### config.mk
export PLATFORM = sky130hd
export DESIGN_NAME = alu_exerciser_flat
export DESIGN_NICKNAME = d
export VERILOG_FILES = /design/src/rtl/alu_exerciser_if.sv /design/src/rtl/alu_exerciser.sv /design/src/flat_wrapper.sv
export SDC_FILE = /design/constraint.sdc
export NUM_CORES = 1
export LEC_CHECK = 0
export CAP_MARGIN = 30
export CORE_ASPECT_RATIO = 1.2
export CORE_MARGIN = 2
export CORE_UTILIZATION = 44
export DETAILED_ROUTE_END_ITERATION = 7
export PLACE_DENSITY = 0.65
export SLEW_MARGIN = 5
export SYNTH_ARGS = -nofsm -noshare
export SYNTH_HDL_FRONTEND = slang
export SYNTH_SLANG_ARGS = --single-unit
### constraint.sdc
create_clock -name clk -period 4.4 [get_ports clk]
set_clock_uncertainty 0.15 [all_clocks]
set_input_delay 0.44 -clock clk [delete_from_list [all_inputs] [get_ports clk]]
set_output_delay 0.44 -clock clk [all_outputs]
set_load 0.02 [all_outputs]
### src/rtl/alu_exerciser_if.sv
// Operand/command/result bus between the exerciser (master) and the combinational alu (slave).
interface alu_exerciser_if #(
   parameter int WIDTH = 3,
   parameter int CMD_W = 3
);
   logic [WIDTH-1:0] alu_a;
   logic [WIDTH-1:0] alu_b;
   logic [CMD_W-1:0] alu_cmd;
   logic [WIDTH-1:0] alu_res;

   modport master (output alu_a, alu_b, alu_cmd, input alu_res);
   modport slave  (input alu_a, alu_b, alu_cmd, output alu_res);
endinterface

### src/rtl/alu_exerciser.sv
// Single-clock board exerciser for the alu: debounced buttons, operand/guess registers, scoring.
// Optional feature macro ALU_EXERCISER_AUTOSTEP_EN: a passing check steps alu_cmd and clears guess.
module alu_exerciser #(
   parameter int WIDTH       = 3,
   parameter int CMD_W       = 3,
   parameter int A_INIT      = 4,
   parameter int B_INIT      = 5,
   parameter int CMD_INIT    = 1,
   parameter int DEB_CYCLES  = 16,
   parameter int SHOW_CYCLES = 8,
   parameter int SCORE_W     = 8
) (
   input  logic                 clk,
   input  logic                 rst,
   input  logic                 btn_cmd,
   input  logic                 btn_guess,
   input  logic                 btn_load_a,
   input  logic                 btn_load_b,
   input  logic                 btn_check,
   input  logic [WIDTH-1:0]     sw,
   alu_exerciser_if.master      alu,
   output logic [WIDTH-1:0]     guess,
   output logic                 led_match,
   output logic                 led_pass,
   output logic                 led_fail,
   output logic [SCORE_W-1:0]   score
);
   localparam int NB  = 5;
   localparam int DW  = $clog2(DEB_CYCLES);
   localparam int SCW = $clog2(SHOW_CYCLES + 1);

   localparam logic [1:0] ST_SETTLE = 2'd0;
   localparam logic [1:0] ST_READY  = 2'd1;
   localparam logic [1:0] ST_SHOW   = 2'd2;

   // Bit order doubles as priority: lowest index wins.
   logic [NB-1:0] btn_raw, sync1, sync2, level, press;
   logic [DW-1:0] deb_cnt [NB];

   assign btn_raw = {btn_check, btn_guess, btn_cmd, btn_load_b, btn_load_a};

   // NOTE: sequential state uses non-blocking assignments so every register samples pre-edge values.
   always_ff @(posedge clk) begin
      if (rst) begin
         sync1 <= '0;
         sync2 <= '0;
         level <= '0;
         press <= '0;
         for (int i = 0; i < NB; i++) deb_cnt[i] <= '0;
      end else begin
         sync1 <= btn_raw;
         sync2 <= sync1;
         press <= '0;
         for (int i = 0; i < NB; i++) begin
            if (sync2[i] == level[i]) begin
               deb_cnt[i] <= '0;
            end else if (deb_cnt[i] == DW'(DEB_CYCLES - 1)) begin
               level[i]   <= sync2[i];
               press[i]   <= sync2[i];
               deb_cnt[i] <= '0;
            end else begin
               deb_cnt[i] <= deb_cnt[i] + 1'b1;
            end
         end
      end
   end

   logic [1:0]       state;
   logic [SCW-1:0]   show_cnt;
   logic [WIDTH-1:0] res_q;
   logic             do_load_a, do_load_b, do_cmd, do_guess, do_check, reload, hit;

   // NOTE: every always_comb output gets a default first so no latch is inferred.
   always_comb begin
      {do_check, do_guess, do_cmd, do_load_b, do_load_a} = '0;
      if (state != ST_SHOW) begin
         if (press[0])      do_load_a = 1'b1;
         else if (press[1]) do_load_b = 1'b1;
         else if (press[2]) do_cmd    = 1'b1;
         else if (press[3]) do_guess  = 1'b1;
         else if (press[4]) do_check  = 1'b1;
      end
   end

   assign reload = do_load_a | do_load_b | do_cmd;
   assign hit    = (guess == res_q);

   always_ff @(posedge clk) begin
      if (rst) begin
         alu.alu_a   <= WIDTH'(A_INIT);
         alu.alu_b   <= WIDTH'(B_INIT);
         alu.alu_cmd <= CMD_W'(CMD_INIT);
         guess       <= '0;
         score       <= '0;
         res_q       <= '0;
         led_match   <= 1'b0;
         led_pass    <= 1'b0;
         led_fail    <= 1'b0;
         show_cnt    <= '0;
         state       <= ST_SETTLE;
      end else begin
         // Lags state/guess/res_q by one cycle, so it reads 0 the cycle after SETTLE.
         led_match <= (state != ST_SETTLE) && hit;
         if (do_load_a) alu.alu_a   <= sw;
         if (do_load_b) alu.alu_b   <= sw;
         if (do_cmd)    alu.alu_cmd <= alu.alu_cmd + 1'b1;
         if (do_guess)  guess       <= guess + 1'b1;
         case (state)
            ST_SETTLE: begin
               if (!reload) begin
                  state <= ST_READY;
                  res_q <= alu.alu_res;
               end
            end
            ST_READY: begin
               if (reload) begin
                  state <= ST_SETTLE;
               end else if (do_check) begin
                  state    <= ST_SHOW;
                  show_cnt <= SCW'(SHOW_CYCLES - 1);
                  led_pass <= hit;
                  led_fail <= !hit;
                  if (hit && score != '1) score <= score + 1'b1;
               end
            end
            ST_SHOW: begin
               if (show_cnt == '0) begin
                  led_pass <= 1'b0;
                  led_fail <= 1'b0;
`ifdef ALU_EXERCISER_AUTOSTEP_EN
                  if (led_pass) begin
                     alu.alu_cmd <= alu.alu_cmd + 1'b1;
                     guess       <= '0;
                     state       <= ST_SETTLE;
                  end else begin
                     state <= ST_READY;
                  end
`else
                  state <= ST_READY;
`endif
               end else begin
                  show_cnt <= show_cnt - 1'b1;
               end
            end
            default: state <= ST_SETTLE;
         endcase
      end
   end
endmodule

### src/flat_wrapper.sv
// flat-port wrapper written by rule: the top's interface ports become plain ports
module alu_exerciser_flat 
#(
   parameter int WIDTH       = 3,
   parameter int CMD_W       = 3,
   parameter int A_INIT      = 4,
   parameter int B_INIT      = 5,
   parameter int CMD_INIT    = 1,
   parameter int DEB_CYCLES  = 16,
   parameter int SHOW_CYCLES = 8,
   parameter int SCORE_W     = 8
)
  (clk, rst, btn_cmd, btn_guess, btn_load_a, btn_load_b, btn_check, sw, guess, led_match, led_pass, led_fail, score, alu_alu_a, alu_alu_b, alu_alu_cmd, alu_alu_res);
  alu_exerciser_if #(.WIDTH(WIDTH), .CMD_W(CMD_W)) alu_i ();
  input  logic clk;
  input  logic rst;
  input  logic btn_cmd;
  input  logic btn_guess;
  input  logic btn_load_a;
  input  logic btn_load_b;
  input  logic btn_check;
  input  logic [WIDTH-1:0] sw;
  output logic [WIDTH-1:0] guess;
  output logic led_match;
  output logic led_pass;
  output logic led_fail;
  output logic [SCORE_W-1:0] score;
  output wire logic [$bits(alu_i.alu_a)-1:0] alu_alu_a;
  output wire logic [$bits(alu_i.alu_b)-1:0] alu_alu_b;
  output wire logic [$bits(alu_i.alu_cmd)-1:0] alu_alu_cmd;
  input wire logic [$bits(alu_i.alu_res)-1:0] alu_alu_res;
  assign alu_alu_a = alu_i.alu_a;
  assign alu_alu_b = alu_i.alu_b;
  assign alu_alu_cmd = alu_i.alu_cmd;
  assign alu_i.alu_res = alu_alu_res;
  alu_exerciser #(.WIDTH(WIDTH), .CMD_W(CMD_W), .A_INIT(A_INIT), .B_INIT(B_INIT), .CMD_INIT(CMD_INIT), .DEB_CYCLES(DEB_CYCLES), .SHOW_CYCLES(SHOW_CYCLES), .SCORE_W(SCORE_W)) u_core (.clk(clk), .rst(rst), .btn_cmd(btn_cmd), .btn_guess(btn_guess), .btn_load_a(btn_load_a), .btn_load_b(btn_load_b), .btn_check(btn_check), .sw(sw), .alu(alu_i), .guess(guess), .led_match(led_match), .led_pass(led_pass), .led_fail(led_fail), .score(score));
endmodule
==> summary.txt, run 1 <==
Worst setup path
  • Max incr delay on CP: 0.64 ns
  • Critical R2R Launch: u_core.show_cnt[0]
  • Worst path arrival time: 1.40 ns
  • Slowest-stage cell, CP: clkdlybuf4s50_1
  • Crit end category: output port
  • Crit path cell chain: clkdlybuf4s50_1
  • CP bufs+invs: 1
  • R2R Path End: u_core.led_fail
  • Top delay family on crit path: buffers and inverters
  • FF-to-FF path depth: 7
  • Startpoint types: register
  • CP max FO: 6
  • Crit. Startpoint: u_core.score[0]
  • CP required: 3.81 ns
  • WS Path Type: register to output port
  • Flop-to-flop setup slack: 2.41 ns

Floorplanning
  • Die Span Y: 94.8 um
  • Top-level I/O count: 36
  • Die X: 79.7 um
  • Starting density of the core: 44.9%
  • FP Rows: 33
  • Core area: 0.00673 mm^2
  • Total die area: 0.00755 mm^2

CTS
  • Clock latency on the worst-skew pair: 0.33 ns
  • CTS Buf Count: 9
  • Clk slew on worst S/H paths: 0.07 ns
  • Post-CTS setup buffer count: 0
  • H-tree depth: 3
  • CTS max path bufs: 2
  • CTS Hold Bufs: 0
  • CTS tree: done
  • Post-CTS Resized: 0
  • # clock sinks: 72
  • Clock root buffer: clkbuf_8

Yosys
  • Synthesized area: 0.00302 mm^2
  • Cells after synthesis: 284
  • Seq cells post-synth: 72
  • Sequential area share after synthesis: 54.3%
  • Yosys warns: 0
  • Synth cell types: 43
  • Post-Synthesis Mean Instance Area: 10.6 um^2

Global routing
  • Initial antenna violation count: 0
  • Vias in the first global route: 2020
  • Gr ovfl total: 0
  • First-pass GRT wire length: 8700 um
  • Largest net degree at the start of global routing: 46
  • GRT Overall Usage: 14.7%

Finish
  • Design Area, Final: 0.00373 mm^2
  • Fillers: 618
  • Core Util, Final: 55.4%
  • Nets: 363
  • N_diodes: 0
  • Area delta synth->final: 23.3%
  • Share of layout cells above drive strength 1: 8.09%

Worst hold path
  • Hold endpoint: u_core.sync2[4]
  • Hold_sp: u_core.sync1[4]
  • Worst Hold Depth: 1
  • Worst Hold Class: register to register

Route
  • Detailed Route WL: 5040 um
  • Routed via count: 2115
  • DRC viols: 0
  • DR WL/cell: 11.6 um
  • DRT Pass-1 Iters: 4
  • Drt via density: 4.88
  • ANT nets after route: 0
  • Iter 0 DRT Violations: 113

STA
  • Endpoints failing setup: 0
  • Final Cycle Share: 45.3%
  • Least-Margin Pin Slew: 0.772 ns
  • Total Neg Setup Slack: 0 ns
  • Rel. slew slack: 47.8%
  • Tmin final: 1.99 ns
  • Max-slew violation count: 0
  • Fmax: 502 MHz
  • Endpoints failing hold: 0
  • RSZ-0062 raised after global routing: no
  • WHS: 0.290 ns

Place
  • Cell Area, Placed: 0.00352 mm^2
  • RD Place Congestion: 0.774
  • Buffers on Ports: 35
  • Hpwl dp: 3640 um

Pwr
  • Pwr dens: 347 mW/mm^2
  • Leakage Power: 1.42 nW
  • Peak supply drop: 0.199 mV

Flow run
  • Max_cap viols: 0

Status
  • Run status: complete, no violations
cell usage after synthesis:
cell type | n | area, um^2
a221oi_1 | 1 | 8.76
mux2_1 | 1 | 11.3
ha_1 | 9 | 113
buf_1 | 1 | 3.75
a21o_2 | 1 | 8.76
nor4b_1 | 7 | 61.3
o21ai_0 | 1 | 5.00
nor2b_1 | 12 | 75.1
nand2_2 | 1 | 6.26
nor4b_4 | 1 | 23.8
a311oi_1 | 1 | 8.76
or4b_1 | 1 | 10.0
and3_1 | 8 | 50.1
nor2_1 | 44 | 165
conb_1 | 1 | 3.75
inv_1 | 3 | 11.3
and3_2 | 2 | 15.0
or3b_2 | 1 | 8.76
nand2b_1 | 2 | 12.5
a211oi_1 | 1 | 7.51
nor4_1 | 4 | 25.0
clkbuf_2 | 1 | 5.00
nor3_4 | 2 | 32.5
a22oi_2 | 1 | 12.5
a32oi_1 | 1 | 8.76
nand2_1 | 14 | 52.6
o21a_1 | 1 | 7.51
and4bb_2 | 1 | 12.5
clkbuf_1 | 7 | 26.3
nor3_1 | 7 | 35.0
mux2i_1 | 9 | 90.1
nand3_1 | 19 | 95.1
a21o_1 | 1 | 7.51
a21oi_1 | 8 | 40.0
nand4_1 | 3 | 18.8
a211o_1 | 3 | 26.3
xnor2_1 | 19 | 166
nand3_4 | 1 | 17.5
and4_1 | 2 | 17.5
edfxtp_1 | 20 | 601
xor2_1 | 8 | 70.1
dfxtp_1 | 52 | 1040
and2_1 | 1 | 6.26
state kept, by name, summed over array words and instances, names as in the netlist:
signal / count
u_core.led_match: 1
u_core.sync1: 5
u_core.press: 5
u_core.sync2: 5
u_core.alu.alu_b: 3
u_core.deb_cnt: 20
u_core.alu.alu_a: 3
u_core.res_q: 3
u_core.show_cnt: 4
u_core.led_fail: 1
u_core.led_pass: 1
u_core.guess: 3
u_core.state: 2
u_core.level: 5
u_core.alu.alu_cmd: 3
u_core.score: 8
routing by layer:
metal | share of wire [%] | wire length [um] | vias up | global-route usage, %
met5 | 0 | 0 | - | 0
met4 | 0.93 | 47 | 0 | 6.47
li1 | - | - | 1092 | -
met1 | 49 | 2450 | 991 | 18.7
met2 | 47 | 2380 | 27 | 23.5
met3 | 3.3 | 164 | 5 | 3.92
worst max-delay path by stage:
stage,to,slack (ns),cells past startpoint
2_1_floorplan,u_core.score[5],2.51,5
3_3_place_gp,u_core.deb_cnt[4][1],2.35,4
3_5_place_dp,u_core.deb_cnt[1][1],2.32,4
4_1_cts,guess[0],2.39,1
5_1_grt,u_core.score[5],2.28,5
6_report,score[0],2.41,1
area by class of cell:
type | count | area (um^2) | share of cell area (%)
clock inverter | 5 | 52.6 | 1.41
inverter | 3 | 11.3 | 0.302
sequential | 72 | 1640 | 44.0
timing repair buffer | 36 | 353 | 9.47
multi-input combinational | 219 | 1410 | 37.8
tap | 87 | 109 | 2.92
clock buffer | 11 | 153 | 4.10
power breakdown:
group          leakage [nW]  switching [W]  internal [W]
logic                 0.679      0.0000289     0.0000257
clock network         0.109       0.000240      0.000295
registers             0.628     0.00000961      0.000696
cells by family after synthesis:
logic type | after synthesis | synth area share (%)
XOR/XNOR | 27 | 7.82
multiplexers | 10 | 3.35
flip-flops | 72 | 54.3
AO/OA/AOI/OAI | 20 | 4.68
buffers and inverters | 12 | 1.53
adder cells (fa/ha/maj) | 9 | 3.72
AND/OR/NAND/NOR | 133 | 24.5
other | 1 | 0.124
through the flow:
stage               std cells  worst slack [ns]  total power (W)
detailed placement        417              2.32         0.000775
global route              433              2.28          0.00135
finish                    433              2.41          0.00129
CTS                       433              2.39          0.00131
global placement          417              2.35         0.000774
floorplan                 303              2.51         0.000755
placed cells by master (no fill, tap or decap), types with 2 or more instances in the layout:
cell type	synthesis	routed
nand4_1	3	3
nor4_1	4	4
conb_1	1	20
xor2_1	8	8
nor3_1	7	7
inv_1	3	3
edfxtp_1	20	20
nor2_1	44	44
clkdlybuf4s50_1	0	34
clkbuf_8	0	9
nand3_1	19	19
and3_1	8	8
and3_2	2	2
nand2_1	14	14
a21oi_1	8	8
a211o_1	3	3
dfxtp_1	52	52
inv_4	0	2
nor2b_1	12	12
nor4b_1	7	7
and4_1	2	2
xnor2_1	19	19
mux2i_1	9	9
clkinv_2	0	2
nor3_4	2	2
nand2b_1	2	2
ha_1	9	9
No activity file was read; power rests on OpenSTA's default activity.
==> run 2, diff against run 1 <==
PLACE_DENSITY = 0.68   (was 0.65)
clock period = 1.6 ns   (was 4.4 ns; I/O delays follow)
==> run 2 against run 1 <==
Against the previous run: the run now ends with negative setup slack left; via count increased by 9.5%; clock power increased to 2.6 times the previous value; sequential share of layout area decreased by 4.6 points; non-clock buffer count increased by 42; critical path depth increased by 6; core utilization increased by 7.2 points; cell area increased by 13%.
==> summary.txt, run 2 (synthesis results as in run 1) <==
Route
  • DR WL/cell: 12.3 um (+5.7%)
  • Routed via count: 2316 (+9.5%)
  • Iter 0 DRT Violations: 83 (-27%)
  • DRT Pass-1 Iters: 4 (unchanged)
  • DRC viols: 0 (unchanged)
  • ANT nets after route: 0 (unchanged)
  • Detailed Route WL: 5840 um (+16%)
  • Drt via density: 4.88 (-0.18%)

CTS
  • H-tree depth: 3 (unchanged)
  • Clk slew on worst S/H paths: 0.08 ns (about the same)
  • Clock root buffer: clkbuf_8
  • Clock latency on the worst-skew pair: 0.34 ns (about the same)
  • CTS Buf Count: 9 (unchanged)
  • CTS tree: done
  • # clock sinks: 72 (unchanged)
  • CTS max path bufs: 2 (unchanged)

Global routing
  • Gr ovfl total: 0 (unchanged)
  • GRT Overall Usage: 16.6% (+1.9 points)
  • Largest net degree at the start of global routing: 26 (-43%)
  • Initial antenna violation count: 0 (unchanged)
  • First-pass GRT wire length: 9720 um (+12%)
  • Vias in the first global route: 2207 (+9.3%)

Finish
  • Share of layout cells above drive strength 1: 27.6% (+19 points)
  • Most frequent cells in the layout: nor2_1, buf_4, dfxtp_1
  • Max reg flops: 20 (unchanged)
  • Most common cell after layout, fill and taps aside: nor2_1
  • Nets: 405 (+12%)
  • Core Util, Final: 62.6% (+7.2 points)
  • Design Area, Final: 0.00421 mm^2 (+13%)
  • Area delta synth->final: 39.2%
  • Largest Register: u_core.deb_cnt
  • N_diodes: 0 (unchanged)
  • Biggest registers after layout: u_core.deb_cnt x20, u_core.score x8

STA
  • RSZ-0062 raised after global routing: yes
  • Endpoints failing hold: 0 (unchanged)
  • Tmin final: 1.72 ns
  • Final Cycle Share: 107%
  • Endpoints failing setup: 10 (+10)
  • Final WS setup: -0.118 ns (-2.53 ns)
  • Fmax: 582 MHz
  • Max-slew violation count: 0 (unchanged)

Status
  • Failing checks: negative setup slack
  • Run status: finished, violations left

Floorplanning
  • Core area: 0.00673 mm^2 (unchanged)
  • FP Rows: 33 (unchanged)
  • Die X: 79.7 um (unchanged)
  • Total die area: 0.00755 mm^2 (unchanged)
  • Top-level I/O count: 36 (unchanged)
  • Die Span Y: 94.8 um (unchanged)
  • Starting density of the core: 44.9% (unchanged)

Pwr
  • Tot Pwr: 0.00351 W (+170%)
  • Pwr dens: 835 mW/mm^2 (+140%)
  • Leakage Power: 1.79 nW (+26%)
  • Peak supply drop: 0.520 mV (+160%)

Place
  • Cell Area, Placed: 0.00384 mm^2 (+9.0%)
  • Buffers on Ports: 35 (unchanged)
  • RD Place Congestion: 0.804 (+3.9%)
  • Hpwl dp: 4150 um (+14%)

Worst setup path
  • CP required: 1.68 ns (-2.13 ns)
  • Crit end category: register
  • WS Path Type: register to register
  • Startpoint types: register
  • CP max FO: 3 (-3)
  • Worst path arrival time: 1.79 ns (+0.39 ns)

Flow run
  • Max_cap viols: 0 (unchanged)

Worst hold path
  • Worst Hold Class: input pin to register
run 2: final timing paths:
path / start / end / slack, ns / depth (start not counted)
hold reg to reg: u_core.sync1[0] / u_core.sync2[0] / 0.29 / 1
hold / removal: rst / u_core.score[2] / 0.12 / 2
setup / recovery: u_core.show_cnt[1] / u_core.led_fail / -0.12 / 7
setup reg to reg: u_core.show_cnt[1] / u_core.led_fail / -0.12 / 7
run 2: metrics by stage:
stage               std cells  hold slack, ns  setup slack (ns)  TNS (ns)
global route              475           0.138            -0.165     -1.57
floorplan                 303           0.138            -0.145    -0.499
finish                    475           0.120            -0.118    -0.551
global placement          454           0.270            -0.105    -0.522
detailed placement        454           0.279            -0.144    -0.941
CTS                       473           0.102           -0.0944    -0.561
run 2: routing by layer:
layer / global-route usage [%] / routed length (um)
met5: 0 / 0
met3: 4.11 / 175
met1: 20.0 / 2660
met2: 27.6 / 2880
met4: 8.05 / 127
run 2: area by class of cell:
type	instances	area, um^2
Fill cell	567	2520
Sequential cell	72	1660
Multi-Input combinational cell	219	1570
Timing Repair Buffer	78	671
Clock buffer	9	124
Tap cell	87	109
Clock inverter	7	70.1
Inverter	3	11.3
run 2: report_power, final:
part	switching, W	total (W)	internal (W)	leakage [nW]
Clock	0.000678	0.00140	0.000720	0.101
Combinational	0.0000879	0.000174	0.0000866	1.05
Sequential	0.0000288	0.00194	0.00191	0.636
run 2: worst max-delay path, cell delays in order (launching register included):
cell     delay, ns
dfxtp_2       0.34
inv_2         0.07
ha_4          0.13
or3b_4        0.39
and2_4        0.16
a21o_4        0.18
a32oi_1       0.14
nor2_1        0.05
run 2: what timing repair did:
action / in CTS / in global routing
resized for setup: 31 / 24
endpoints found under the setup margin: 34 / 28
gates cloned: 0 / 0
buffers inserted: 4 / 2
hold buffers: 0 / 0
pin swaps: 13 / 12
==> run 3, diff against run 2 <==
PLACE_DENSITY = 0.79   (was 0.68)
TNS_END_PERCENT = 20   (was unset)
==> run 3 against run 2 <==
Against the previous run: the run still ends with negative setup slack left; clock power shrank 13%; setup slack lost 0.034 ns; sequential power is essentially flat; power shrank 5.1%; critical path depth is the same; cell count shrank 1.3%; die area is the same; wire length grew 3.5%; sequential share of layout area grew 1.3 points; via count grew 0.78%; first-iteration DRC count grew 2.4%; critical endpoint unchanged; largest cell class unchanged; largest power group unchanged.
==> summary.txt, run 3 (synthesis results as in run 1) <==
Place
  • Pre-CTS setup slack: -0.203 ns (-0.0593 ns)
  • Hpwl dp: 4340 um (+4.4%)
  • RD Place Congestion: 0.760 (-5.4%)
  • Buffers on Ports: 35 (unchanged)

CTS
  • CTS Buf Count: 9 (unchanged)
  • Clk slew on worst S/H paths: 0.08 ns (about the same)
  • # clock sinks: 72 (unchanged)
  • H-tree depth: 3 (unchanged)
  • CTS Hold Bufs: 0 (unchanged)
  • Clock latency on the worst-skew pair: 0.35 ns (about the same)
  • CTS tree: done
  • CTS max path bufs: 2 (unchanged)
  • Clock root buffer: clkbuf_8

Finish
  • Nets: 399 (-1.5%)
  • Area delta synth->final: 34.3%
  • Core Util, Final: 60.3% (-2.2 points)
  • Share of layout cells above drive strength 1: 23.6% (-4.0 points)
  • Biggest registers after layout: u_core.deb_cnt x20, u_core.score x8
  • Fillers: 567 (unchanged)
  • Most frequent cells in the layout: nor2_1, dfxtp_1, buf_4
  • N_diodes: 0 (unchanged)
  • Max reg flops: 20 (unchanged)
  • Largest Register: u_core.deb_cnt

STA
  • Max-slew violation count: 0 (unchanged)
  • Endpoints failing setup: 11 (+1)
  • Endpoints failing hold: 0 (unchanged)
  • Rel. slew slack: 62.3%
  • Final Cycle Share: 110% (+2.1 points)
  • Tmin final: 1.75 ns (+0.0338 ns)
  • Total Neg Setup Slack: -0.775 ns (-0.223 ns)
  • Fmax: 571 MHz (-1.9%)
  • RSZ-0062 raised after global routing: yes
  • Final WS setup: -0.152 ns (-0.0338 ns)
  • WHS: 0.149 ns (+0.0297 ns)
  • Least-Margin Pin Slew: 0.565 ns

Worst setup path
  • Startpoint types: register
  • WS Path Type: register to register
  • Slowest-stage cell, CP: or3b_4
  • CP required: 1.70 ns (+0.02 ns)
  • Top delay family on crit path: simple AND/OR/NAND/NOR gates
  • CP max FO: 3 (unchanged)
  • Max incr delay on CP: 0.38 ns (about the same)
  • CP bufs+invs: 1 (unchanged)
  • Worst path arrival time: 1.85 ns (+0.06 ns)
  • Crit end category: register
  • Crit path cell chain: inv_2, ha_4, or3b_4, and2_4, a21o_4, a32oi_2, nor2_1

Pwr
  • Pwr dens: 821 mW/mm^2 (-1.6%)
  • Leakage Power: 1.68 nW (-6.3%)
  • Peak supply drop: 0.544 mV (+4.6%)
  • Clock network power share: 36.6% (-3.2 points)
  • Pint: 0.00255 W (-6.2%)
  • Switching pwr: 0.000784 W (-1.3%)
  • Tot Pwr: 0.00334 W (-5.1%)
  • Seq pwr share: 58.2% (+2.9 points)
  • Sw Ratio: 23.5% (+0.91 points)
  • Comb pwr share: 5.2% (+0.2 points)

Global routing
  • Initial antenna violation count: 0 (unchanged)
  • Gr ovfl total: 0 (unchanged)
  • First-pass GRT wire length: 9880 um (+1.7%)
  • GRT Overall Usage: 17.1% (+0.49 points)
  • Largest net degree at the start of global routing: 30 (+15%)
  • Vias in the first global route: 2249 (+1.9%)

Route
  • Detailed Route WL: 6050 um (+3.5%)
  • DRT Pass-1 Iters: 4 (unchanged)
  • Drt via density: 4.98 (+2.1%)
  • Iter 0 DRT Violations: 85 (+2.4%)
  • ANT nets after route: 0 (unchanged)
  • DR WL/cell: 12.9 um (+4.8%)
  • Routed via count: 2334 (+0.78%)
  • DRC viols: 0 (unchanged)

Floorplanning
  • Die Span Y: 94.8 um (unchanged)
  • Starting density of the core: 44.9% (unchanged)
  • Core area: 0.00673 mm^2 (unchanged)
  • Die X: 79.7 um (unchanged)
  • Total die area: 0.00755 mm^2 (unchanged)
  • FP Rows: 33 (unchanged)
  • Top-level I/O count: 36 (unchanged)

Status
  • Run status: finished, violations left
  • Failing checks: negative setup slack

Worst hold path
  • Worst Hold Class: input pin to register

Flow run
  • Max_cap viols: 0 (unchanged)
-- run 3: changes by cell type in the layout (fill, tap and decap cells not counted), moves of 3 or more --
cell            previous run  this run
dlymetal6s2s_1             5         0
dlygate4sd2_1             17        22
buf_4                     40        37
dfxtp_2                   15         9
dfxtp_1                   37        43
buf_6                      3         0
-- run 3: what timing repair did --
action,4_1_cts,5_1_grt
pin swaps,3,10
hold endpoints to repair,0,0
gates resized for setup,33,9
setup endpoints to repair,38,19
setup buffers,1,2
-- run 3: per-stage QoR --
stage	cells	instance area (um^2)
finish	469	4060
global route	469	4060
global placement	450	3800
floorplan	303	3130
CTS	467	4000
detailed placement	450	3800
-- run 3: path summary, 6_finish.rpt --
kind | startpoint | to | slack, ns | cells past startpoint
worst min-delay path | rst | u_core.score[0] | 0.15 | 2
worst max register to register | u_core.show_cnt[0] | u_core.led_fail | -0.15 | 7
worst max-delay path | u_core.show_cnt[0] | u_core.led_fail | -0.15 | 7
worst min register to register | u_core.sync1[2] | u_core.sync2[2] | 0.29 | 1
-- run 3: layout make-up --
type / count / area (um^2) / area share, %
Sequential cell: 72 / 1650 / 40.7
Tap cell: 87 / 109 / 2.68
Multi-Input combinational cell: 219 / 1530 / 37.6
Timing Repair Buffer: 72 / 596 / 14.7
Clock inverter: 6 / 36.3 / 0.894
Clock buffer: 10 / 128 / 3.14
Inverter: 3 / 11.3 / 0.277
-- run 3: per-layer routing --
metal / vias up / wire length [um] / track usage (%)
li1: 1167 / - / -
met1: 1092 / 2730 / 20.4
met2: 56 / 2900 / 27.3
met3: 19 / 216 / 3.35
met4: 0 / 193 / 12.4
met5: - / 0 / 0
-- run 3: power groups by stage --
stage	clock network [W]	registers, W	logic [W]
detailed placement	0	0.00198	0.000164
global route	0.00132	0.00195	0.000193
finish	0.00122	0.00194	0.000173
CTS	0.00125	0.00194	0.000169
global placement	0	0.00198	0.000161
floorplan	0	0.00198	0.0000994
